[src/rtl/div_pkg.sv]
// rtl/div_pkg.sv - shared width, latency and state encoding for the restoring divider
package div_pkg;

  localparam int DIV_WIDTH   = 32;
  // start-sampling edge to the edge on which done is seen high
  localparam int DIV_LATENCY = DIV_WIDTH + 3;

  typedef enum logic [2:0] {
    ST_IDLE = 3'd0,
    ST_PREP = 3'd1,
    ST_ITER = 3'd2,
    ST_FIX  = 3'd3,
    ST_DONE = 3'd4
  } div_state_e;

endpackage

[src/rtl/div_step.sv]
// rtl/div_step.sv - one restoring-division step: shift in a bit, trial subtract, keep or restore
//
// Ports:
//   rem_i  - partial remainder before the step (always < dvsr_i when dvsr_i != 0)
//   bit_i  - next dividend bit shifted into the remainder LSB
//   dvsr_i - divisor magnitude
//   rem_o  - partial remainder after the step
//   q_o    - quotient bit produced by this step
module div_step #(
  parameter int WIDTH = 32
) (
  input  logic [WIDTH-1:0] rem_i,
  input  logic             bit_i,
  input  logic [WIDTH-1:0] dvsr_i,
  output logic [WIDTH-1:0] rem_o,
  output logic             q_o
);

  logic [WIDTH:0] shifted;
  logic [WIDTH:0] trial;
  logic           borrow;
  logic           unused_trial_msb;

  always_comb begin
    shifted          = {rem_i, bit_i};
    {borrow, trial}  = {1'b0, shifted} - {2'b00, dvsr_i};
    q_o              = ~borrow;
    // A kept trial is below the divisor and a restored value was already
    // below it, so the low WIDTH bits always hold the whole remainder.
    rem_o            = q_o ? trial[WIDTH-1:0] : shifted[WIDTH-1:0];
    unused_trial_msb = trial[WIDTH];
  end

endmodule

[src/rtl/restoring_divider32.sv]
// rtl/restoring_divider32.sv - fixed-latency signed/unsigned restoring divider
//
// Ports:
//   clk, rst_n          - rising-edge clock, synchronous active-low reset
//   start               - division request, only honoured in IDLE
//   is_signed           - operands are two's complement when 1
//   dividend, divisor   - operands, captured with start
//   busy                - from the cycle after start is accepted through the done cycle
//   done                - one-cycle pulse, results valid
//   quotient, remainder - results, held until overwritten by the next division
//   div_by_zero         - divisor was zero (quotient all ones, remainder = dividend)
module restoring_divider32
  import div_pkg::*;
#(
  parameter int WIDTH = DIV_WIDTH
) (
  input  logic             clk,
  input  logic             rst_n,
  input  logic             start,
  input  logic             is_signed,
  input  logic [WIDTH-1:0] dividend,
  input  logic [WIDTH-1:0] divisor,
  output logic             busy,
  output logic             done,
  output logic [WIDTH-1:0] quotient,
  output logic [WIDTH-1:0] remainder,
  output logic             div_by_zero
);

  localparam int CNT_W = $clog2(WIDTH);

  div_state_e       state_q, state_d;
  logic [CNT_W-1:0] cnt_q, cnt_d;
  logic             sgn_q, sgn_d;
  logic [WIDTH-1:0] a_q, a_d;       // raw dividend, kept for the divide-by-zero remainder
  logic [WIDTH-1:0] b_q, b_d;       // raw divisor, replaced by its magnitude in PREP
  logic [WIDTH-1:0] quo_q, quo_d;
  logic [WIDTH-1:0] rem_q, rem_d;
  logic             negq_q, negq_d;
  logic             negr_q, negr_d;
  logic             dz_q, dz_d;
  logic [WIDTH-1:0] qout_q, qout_d;
  logic [WIDTH-1:0] rout_q, rout_d;
  logic             dzout_q, dzout_d;

  logic [WIDTH-1:0] step_rem;
  logic             step_q;

  div_step #(.WIDTH(WIDTH)) u_step (
    .rem_i  (rem_q),
    .bit_i  (quo_q[WIDTH-1]),
    .dvsr_i (b_q),
    .rem_o  (step_rem),
    .q_o    (step_q)
  );

  always_comb begin
    state_d = state_q;
    cnt_d   = cnt_q;
    sgn_d   = sgn_q;
    a_d     = a_q;
    b_d     = b_q;
    quo_d   = quo_q;
    rem_d   = rem_q;
    negq_d  = negq_q;
    negr_d  = negr_q;
    dz_d    = dz_q;
    qout_d  = qout_q;
    rout_d  = rout_q;
    dzout_d = dzout_q;
    busy    = (state_q != ST_IDLE);
    done    = (state_q == ST_DONE);

    case (state_q)
      ST_IDLE: begin
        if (start) begin
          sgn_d   = is_signed;
          a_d     = dividend;
          b_d     = divisor;
          state_d = ST_PREP;
        end
      end
      ST_PREP: begin
        quo_d   = (sgn_q && a_q[WIDTH-1]) ? -a_q : a_q;
        b_d     = (sgn_q && b_q[WIDTH-1]) ? -b_q : b_q;
        rem_d   = '0;
        cnt_d   = CNT_W'(WIDTH - 1);
        negq_d  = sgn_q & (a_q[WIDTH-1] ^ b_q[WIDTH-1]);
        negr_d  = sgn_q & a_q[WIDTH-1];
        dz_d    = (b_q == '0);
        state_d = ST_ITER;
      end
      ST_ITER: begin
        // The quotient register doubles as the dividend shifter: its MSB
        // feeds the step while the new quotient bit enters at the LSB.
        rem_d = step_rem;
        quo_d = {quo_q[WIDTH-2:0], step_q};
        cnt_d = cnt_q - CNT_W'(1);
        if (cnt_q == '0) begin
          state_d = ST_FIX;
        end
      end
      ST_FIX: begin
        if (dz_q) begin
          qout_d  = '1;
          rout_d  = a_q;
          dzout_d = 1'b1;
        end else begin
          // -2^(W-1) / -1 lands here with equal signs, leaving 0x80..0 unchanged.
          qout_d  = negq_q ? -quo_q : quo_q;
          rout_d  = negr_q ? -rem_q : rem_q;
          dzout_d = 1'b0;
        end
        state_d = ST_DONE;
      end
      ST_DONE: state_d = ST_IDLE;
      default: state_d = ST_IDLE;
    endcase
  end

  always_ff @(posedge clk) begin
    if (!rst_n) begin
      state_q <= ST_IDLE;
      cnt_q   <= '0;
      sgn_q   <= 1'b0;
      a_q     <= '0;
      b_q     <= '0;
      quo_q   <= '0;
      rem_q   <= '0;
      negq_q  <= 1'b0;
      negr_q  <= 1'b0;
      dz_q    <= 1'b0;
      qout_q  <= '0;
      rout_q  <= '0;
      dzout_q <= 1'b0;
    end else begin
      state_q <= state_d;
      cnt_q   <= cnt_d;
      sgn_q   <= sgn_d;
      a_q     <= a_d;
      b_q     <= b_d;
      quo_q   <= quo_d;
      rem_q   <= rem_d;
      negq_q  <= negq_d;
      negr_q  <= negr_d;
      dz_q    <= dz_d;
      qout_q  <= qout_d;
      rout_q  <= rout_d;
      dzout_q <= dzout_d;
    end
  end

  assign quotient    = qout_q;
  assign remainder   = rout_q;
  assign div_by_zero = dzout_q;

endmodule
[config.mk]
export PLATFORM = sky130hd
export DESIGN_NAME = restoring_divider32
export DESIGN_NICKNAME = d
export VERILOG_FILES = /design/src/rtl/div_pkg.sv /design/src/rtl/div_step.sv /design/src/rtl/restoring_divider32.sv
export SDC_FILE = /design/constraint.sdc
export NUM_CORES = 1
export LEC_CHECK = 0
export CAP_MARGIN = 20
export CORE_MARGIN = 2
export CORE_UTILIZATION = 60
export CTS_CLUSTER_SIZE = 14
export DETAILED_ROUTE_END_ITERATION = 8
export DONT_BUFFER_PORTS = 1
export PLACE_DENSITY = 0.84
export RECOVER_POWER = 25
export SYNTH_ARGS = -nofsm -noshare
export SYNTH_HDL_FRONTEND = slang
export SYNTH_SLANG_ARGS = --single-unit
[constraint.sdc]
create_clock -name clk -period 9.27 [get_ports clk]
set_input_delay 1.854 -clock clk [delete_from_list [all_inputs] [get_ports clk]]
set_output_delay 1.854 -clock clk [all_outputs]
set_load 0.03 [all_outputs]
Word level (Yosys, flattened, before mapping)

Index checks and enable logic that the tools add are counted.

$add $sub $neg: 6
$mul: 0
Divide/modulo/power cells: 0
Order comparisons: 0
Eq/ne operators: 7
Shift-type cells: 0
Mux-type cells: 16
Bitwise logic cells: 4
Reduce and logical (&&, ||, !) cells: 11

Operator list:

| operator                                                            | count |
|---|---|
| 32-bit two-way mux                                                  | 8 |
| 32-bit case mux with 2 select lines                                 | 3 |
| 32-bit negator                                                      | 4 |
| 33-bit by 32-bit subtractor with 34-bit output                      | 1 |
| 32-bit logical NOT                                                  | 1 |
| 3-bit case mux with 4 select lines                                  | 1 |
| 5-bit case mux with 2 select lines                                  | 1 |
| 3-bit by 2-bit == test with 1-bit output (second input constant)    | 2 |
| 3-bit two-way mux                                                   | 2 |
| 2-bit != test (second input constant)                               | 3 |
| 5-bit logical NOT                                                   | 1 |
| 5-bit by 1-bit subtractor with 5-bit output (second input constant) | 1 |
| 2-bit AND reduction                                                 | 2 |
| 2-bit nonzero test                                                  | 2 |
| 3-bit by 1-bit == test with 1-bit output (second input constant)    | 1 |
| 3-bit == test (second input constant)                               | 1 |
| 3-bit logical NOT                                                   | 1 |
| 3-bit AND reduction                                                 | 1 |
| 3-bit nonzero test                                                  | 1 |
| 1-bit bitwise AND                                                   | 2 |
| 1-bit logical AND                                                   | 2 |
| 1-bit two-way mux                                                   | 1 |
| 1-bit NOT                                                           | 1 |
| 1-bit XOR                                                           | 1 |

Bits in registers: 205
Bits in latches: 0
RAM bits: 0
ROM bits: 0
Input bits: 68
Output and inout bits: 67
Word-level logic and storage cells: 57
Memories kept: 0

Logic depth before layout (Yosys ltp)

Gate-level depths: netlist of the first run.

Depth after elaboration: 3
Mapped depth: 14
Depth with buffers taken out: 12

Modules after synthesis

A second synthesis of the first run with hierarchy kept.

Cells, all modules: 1676
Area total of the unflattened synthesis: 12690.9 um2

By module, submodules not included:

| module              | instances | cells each | area each (um2) | sequential area each (um2) |
|---|---|---|---|---|
| restoring_divider32 | 1         | 1304       | 10317.4         | 4103.9 |
| div_step            | 1         | 372        | 2373.5          | 0.0 |

Worst setup path after synthesis of the first run

No wires, ideal clock.

Path type: register to register
Start: reg b_q[1]
End: reg b_q[30]
Library setup time: 0.128 ns
Arrival time: 2.990 ns
Required time: 9.142 ns
Slack: 6.152 ns
Cell stages (with the launch flop): 13
Buffers on the path: 1
Clock period less this slack: 3.118 ns
Path through: dfxtp_1 -> inv_1 -> ha_1 -> or3b_4 -> or4_1 -> buf_2 -> and4b_1 -> nand4_1 -> or3_1 -> or3_1 -> a22o_1 -> a22oi_1 -> nor2_1

Longest elaborated chain between the ends: 3

Ends and longest elaborated chain:

| what                                | line                       | text |
|---|---|---|
| from (decl)                         | restoring_divider32.sv:36  | `logic [WIDTH-1:0] b_q, b_d;` |
| from (signal assigned)              | restoring_divider32.sv:127 | `b_q <= '0;` |
| from (signal assigned)              | restoring_divider32.sv:141 | `b_q <= b_d;` |
| 32-bit negator                      | restoring_divider32.sv:85  | `b_d = (sgn_q && b_q[WIDTH-1]) ? -b_q : b_q;` |
| 32-bit two-way mux                  | restoring_divider32.sv:85  |  |
| 32-bit case mux with 2 select lines | restoring_divider32.sv:74  | `case (state_q)` |

No other way between the ends. The select of a mux whose other input is x is not followed.
A chain may end at the register's enable or synchronous reset.

Worst setup path in the final report of the first run

Start: in rst_n
End: reg rout_q[0], in the netlist remainder[0]

RTL lines:

| what                 | line                       | text |
|---|---|---|
| from (decl)          | restoring_divider32.sv:18  | `input logic rst_n,` |
| to (signal assigned) | restoring_divider32.sv:148 | `rout_q <= rout_d;` |
| to (decl)            | restoring_divider32.sv:43  | `logic [WIDTH-1:0] rout_q, rout_d;` |

No word-level cell between the ends.

==> results of run 1 <==
==> routing by layer <==
| metal | routed length [um] | vias up |
|---|---|---|
| li1 | - | 5623 |
| met1 | 14610 | 5509 |
| met5 | 0 | - |
| met2 | 15430 | 554 |
| met4 | 1251 | 0 |
| met3 | 3330 | 89 |
==> critical path, stage by stage <==
cell,delay [ps]
clkinvlp_2,1940
buf_4,1100
a211oi_1,280
==> layout by cell type (no fill, tap or decap), types with 18 or more instances in the layout <==
| cell | instances |
|---|---|
| nand2_1 | 272 |
| dfxtp_1 | 204 |
| a21oi_1 | 192 |
| o21ai_0 | 136 |
| nor2_1 | 107 |
| xor2_1 | 64 |
| nor3_1 | 56 |
| xnor2_1 | 53 |
| inv_1 | 50 |
| a22oi_1 | 38 |
| ha_1 | 38 |
| o31ai_1 | 31 |
| clkbuf_16 | 22 |
| nand3_1 | 21 |
| a21o_1 | 18 |
==> how the worst max path moves through the flow <==
stage | start | to | slack [ps] | cells past startpoint
5_1_grt | rst_n | rem_q[10] | 4060 | 5
2_1_floorplan | b_q[1] | b_q[30] | 6150 | 12
6_report | rst_n | remainder[0] | 4410 | 3
3_5_place_dp | start | b_q[24] | 5620 | 5
3_3_place_gp | start | b_q[15] | 5640 | 5
4_1_cts | state_q[2] | done | 5660 | 1
==> cell type report <==
cell class / count / share of cell area
clock buffers: 25 / 0.04443
inverters: 51 / 0.01497
well taps: 265 / 0.02577
clock inverters: 15 / 0.01371
flip-flops and latches: 205 / 0.3190
multi-input cells: 1258 / 0.5754
repair buffers: 13 / 0.006709
==> cells by family (layout without fill, tap and decap cells) <==
kind of cell	count (synthesis)	after routing
flops	205	205
mux	8	8
xor+xnor	117	117
fa+ha+maj	39	39
buf+inv	158	104
simple gates	565	565
compound gates	529	529
==> flip-flops by register name, summed over array words and instances, names as in the netlist <==
signal / count
rem_q: 32
remainder: 32
negr_q: 1
div_by_zero: 1
sgn_q: 1
a_q: 32
quotient: 32
negq_q: 1
state_q: 3
b_q: 32
cnt_q: 5
quo_q: 32
dz_q: 1
==> report_power, final <==
| part | internal (mW) | switching (mW) |
|---|---|---|
| logic | 0.178 | 0.313 |
| clock network | 0.532 | 0.378 |
| registers | 0.924 | 0.0725 |
| total | 1.63 | 0.763 |
==> out/results.tsv, run 1 <==
metric	value	unit
multi_input_area	7405	um2
io-pin-count	135	
syn_to_final_growth	6.536	%
hp-start	cnt_q[4]	
grt.total_usage	0.3108	
cp-start-kind	primary input	
ys_types	62	
required	9670	ps
place_inst	1791	
dp_hpwl	24.42	mm
cts_setup_buffers	0	
fin_cells	1832	
core	19590	um2
ys_top_cells_by_count	nand2_1 (273), dfxtp_1 (205), a21oi_1 (193), o21ai_0 (136), nor2_1 (108)	
synth_edf_count	0	
clock_latency	520	ps
fin_tns_setup	0	ps
use_met2	0.4854	
start_util	0.6166	
ant_nets	0	
fillers	1669	
synth-xor-area-share	0.08484	
critical_path_class	primary input to flip-flop	
htree_levels	1	
synth_compound_area_frac	0.2680	
cts.path.max_buffers	3	
final_area	12870	um2
drt_iter0_markers	1183	
fin_nets	1658	
grt_pass1_wl	54.78	mm
cp-end-kind	flip-flop	
busiest_layer	met2	
leakage	4.882	nW
synth_top_cell_area_share	0.3398	
routedWlPerCell	18.90	um
hold_depth	1	
yosys.area_share.adder	0.04102	
post_cts_resized	0	
synthSimpleGateAreaFrac	0.2106	
worstReg2RegEnd	b_q[14]	
utilization	0.6569	
preCtsSetupSlack	5624	ps
dieHeight	145.9	um
power_density	186.3	nW/um2
drive_above_1_share	0.04403	
setup_viol	0	
period_share	0.5243	
ys_warn_count	0	
regArea	4105	um2
cts_sinks	205	
synthTopCellsByArea	dfxtp_1 (34%), nand2_1 (8.5%), a21oi_1 (8.0%)	
cts_root_buffer	clkbuf_16	
cts_tree	done	
slew_violations	181	
synthMuxAreaShare	0.006629	
clk_pin_slew	60	ps
layout_setup_ws	4410	ps
netlist_instances	1621	
rsz0062_at_grt	no	
dieArea	21280	um2
maxCapViolCount	3	
synth.avg_cell_area	7.452	um2
worst_ep_arrival_time	5260	ps
peakVddDrop	0.1169	mV
vias_per_cell	6.427	
synth_top_family_by_area	compound AO/OA/AOI/OAI gates	
antennaDiodeCount	0	
grt_start_max_net_pins	76	
yosysMostFrequentCell	nand2_1	
grt_use_met3	0.06364	
final-hold-violation-count	0	
routed_wl	34.62	mm
port_buffers	0	
via_count	11775	
place_area	12130	um2
syn_nets	1728	
drtPass1Iterations	6	
drc	0	
ys.flop_type	dfxtp_1	
antenna_found_initial	0	
cts_buffers	22	
r2r_cells	8	
synth-async-reset-ratio	0	
violations	capacitance limit, slew limit	
syn_area	12080	um2
use_met1	0.4287	
first_global_vias	10561	
grt-ovfl-total	0	
ys_seq_area_frac	0.3398	
min_delay_worst_endpoint	cnt_q[4]	
ys_seq_elements	205	
status	finished, violations left	
synth_area_leader_cell	dfxtp_1	
fin_crit	4860	ps
r2r_start	state_q[0]	
crit_fanout	74	
total_power	2.398	mW
hold_path_class	flip-flop to flip-flop	
fmax	205.7	MHz
r2r_slack	5330	ps
num_rows	51	
worstMarginPinSlew	2808	ps
max-slew-margin-rel	-0.8720	
place_congestion	0.9648	
skew	16.39	ps
whs	484.9	ps
cts-hold-fix-buffers	0	
fp.dieW	145.9	um
(Power assumes the default switching activity.)
==> inputs of run 2 (changes only) <==
Settings changed: ABC_AREA set to 1, CORE_UTILIZATION 60 to 59, PLACE_DENSITY 0.84 to 0.86.
Clock period 9.27 ns to 3.9 ns, I/O delays scaled along.
==> run 2 against run 1 <==
Against the previous run: the run now ends clean; flip-flop and latch count did not move; clock power rose to 2.6 times the previous value; area after synthesis rose by 21%; critical path type is now flip-flop to flip-flop; critical endpoint is now rem_q[28].
==> out/results.tsv, run 2 <==
metric	value	unit	change
status	completed		
ys.flop_type	dfxtp_1		
drt_iter0_markers	2084		+76%
power.switching	2.504	mW	+230%
synthTopCellsByArea	dfxtp_1 (28%), nand2_1 (15%), inv_1 (8.4%)		
p_int	4.175	mW	+160%
rsz0062_at_grt	no		
ys_seq_area_frac	0.2805		-0.05925
post_cts_resized	0		unchanged
slew_violations	0		-100%
cts_root_buffer	clkbuf_16		
hp-start	rst_n		
num_rows	57		+12%
final_area	15510	um2	+21%
crit_path_max_incr_delay	460	ps	-1480 ps
netSwitchingFraction	0.3749		+0.05648
io-pin-count	135		unchanged
core	24320	um2	+24%
netlist_instances	2336		+44%
worstMarginPinSlew	966.3	ps	-1842 ps
syn_nets	2443		+41%
yosysMostFrequentCell	nand2_1		
leakage	7.113	nW	+46%
port_buffers	0		unchanged
hold_path_class	primary input to flip-flop		
place_area	14700	um2	+21%
cts_tree	done		
grt-ovfl-total	0		unchanged
ys_types	54		-13%
path_cells	clkinv_1, ha_1, nand2_1, nor2_1, nand2_1, inv_1, nand2_2, nand2_2, nand2_4, nand2_8, nand2_4, nand2_1, nand2_1, a21oi_1		
cp-start-kind	flip-flop		
first_global_vias	14101		+34%
pwr-share-comb	0.291		+0.086
pwr-share-clk	0.349		-0.031
cts_setup_buffers	0		unchanged
synth.avg_cell_area	6.263	um2	-16%
cp-end-kind	flip-flop		
fillers	2285		+37%
fmax	361.1	MHz	
regArea	4104	um2	about the same
htree_levels	1		unchanged
routedWlPerCell	18.53	um	-1.9%
drtPass1Iterations	8		+2
synth_area_leader_cell	dfxtp_1		
cpMostUsedCell	nand2_1		
maxCapViolCount	0		-3
ant_nets	0		unchanged
setup_viol	0		unchanged
worst_ep_arrival_time	3220	ps	-2040 ps
grt_start_max_net_pins	75		-1.3%
clk_pin_slew	70	ps	about the same
ys_top_cells_by_count	nand2_1 (581), inv_1 (329), nand3_1 (222), dfxtp_1 (205), nor2_1 (186)		
cts.path.max_buffers	3		unchanged
syn_area	14630	um2	+21%
synth_edf_count	0		unchanged
period_share	0.7100		
via_count	15824		+34%
grt_pass1_wl	75.84	mm	+38%
fin_nets	2388		+44%
start_util	0.6016		-0.01501
antenna_found_initial	2		+2
vias_per_cell	6.037		-6.1%
drive_above_1_share	0.08885		+0.04482
cts-hold-fix-buffers	0		unchanged
multi_input_area	8786	um2	+19%
synth_top_cell_area_share	0.2805		-0.05925
crit_start	b_q[14]		
critPathSlowestCell	ha_1		
layout_commonest_cell	nand2_1		
dieHeight	161.5	um	+11%
cts_sinks	205		unchanged
place_congestion	0.9748		+1.0%
dieArea	26070	um2	+23%
peakVddDrop	0.3374	mV	+190%
grt.total_usage	0.3617		+0.05091
power_frac_seq	0.360		-0.055
clock_latency	540	ps	+20 ps
drc	0		unchanged
final-hold-violation-count	0		unchanged
cts_buffers	25		+14%
power_density	430.6	nW/um2	+130%
layout_common_cells	nand2_1 (581), inv_1 (329), nand3_1 (223)		
syn_to_final_growth	5.995	%	
r2r_start	b_q[14]		
fp.dieW	161.5	um	+11%
utilization	0.6377		-0.01924
dp_hpwl	36.85	mm	+51%
ys_warn_count	0		unchanged
fin_crit	2769	ps	
fin_tns_setup	0	ps	unchanged
routed_wl	48.57	mm	+40%
skew	27.97	ps	+11.58 ps
synth-async-reset-ratio	0		unchanged
max-slew-margin-rel	0.3509		+1.223
required	4350	ps	-5320 ps
critical_path_class	flip-flop to flip-flop		
crit_fanout	33		-55%
ys_seq_elements	205		unchanged
run 2: changes by cell type in the layout (fill, tap and decap cells not counted), sizes merged, moves of 17 or more:
cell,change
nand4,+32
xor2,-46
a31oi,+33
xnor2,-38
nand2,+347
a21o,-17
nand3,+242
nor3,-26
inv,+295
o31ai,-29
nor2,+95
run 2: worst paths after layout:
path               end  cells after the start  slack [ps]
max reg2reg  rem_q[28]                     14        1130
min reg2reg    b_q[12]                      2         490
max          rem_q[28]                     14        1130
min            a_q[10]                      2         380
run 2: final cells by class:
type | count | area share
well taps | 324 | 0.02614
repair buffers | 12 | 0.006616
diodes | 1 | 0.0001614
inverters | 346 | 0.08391
clock inverters | 7 | 0.005971
clock buffers | 35 | 0.04599
multi-input cells | 1691 | 0.5666
flip-flops and latches | 205 | 0.2646
run 2: cell families (layout without fill, tap and decap cells):
kind of cell    Yosys count  count (layout)  synth area share
xor+xnor                 33              33           0.01976
fa+ha+maj                39              39           0.03387
compound gates          439             439            0.1744
other cells               0               1                 0
simple gates           1180            1180            0.3727
buf+inv                 440             400            0.1188
flops                   205             205            0.2805
run 2: critical path: cells and delay by family (launching register included):
family	cells	cell delay, ps
AND/OR/NAND/NOR	10	1350
adder cells (fa/ha/maj)	1	460
buffers and inverters	2	360
flip-flops	1	360
AO/OA/AOI/OAI	1	120
run 2: power groups by stage:
stage | combinational (mW) | sequential (mW) | clock, mW
2_1_floorplan | 1.46 | 2.39 | 0
3_3_place_gp | 1.85 | 2.44 | 0
3_5_place_dp | 1.88 | 2.44 | 0
4_1_cts | 1.89 | 2.40 | 2.33
5_1_grt | 2.14 | 2.42 | 2.43
6_report | 1.94 | 2.41 | 2.33
run 2: per-stage QoR:
stage	power (mW)	hold slack (ps)	setup slack, ps	cells
floorplan	3.855	443.7	1896	2336
global placement	4.292	459.4	1229	2578
detailed placement	4.320	472.5	1195	2578
CTS	6.620	371.6	1177	2620
global route	6.994	381.4	827.6	2621
finish	6.678	379.3	1131	2621
run 2: layer usage:
metal  part of all wire  up-vias  GRT usage
met4              0.045        0     0.1526
met3               0.10      135    0.05367
met2               0.43      895     0.5530
met5                  0        -          0
met1               0.42     7247     0.5089
li1                   -     7547          -
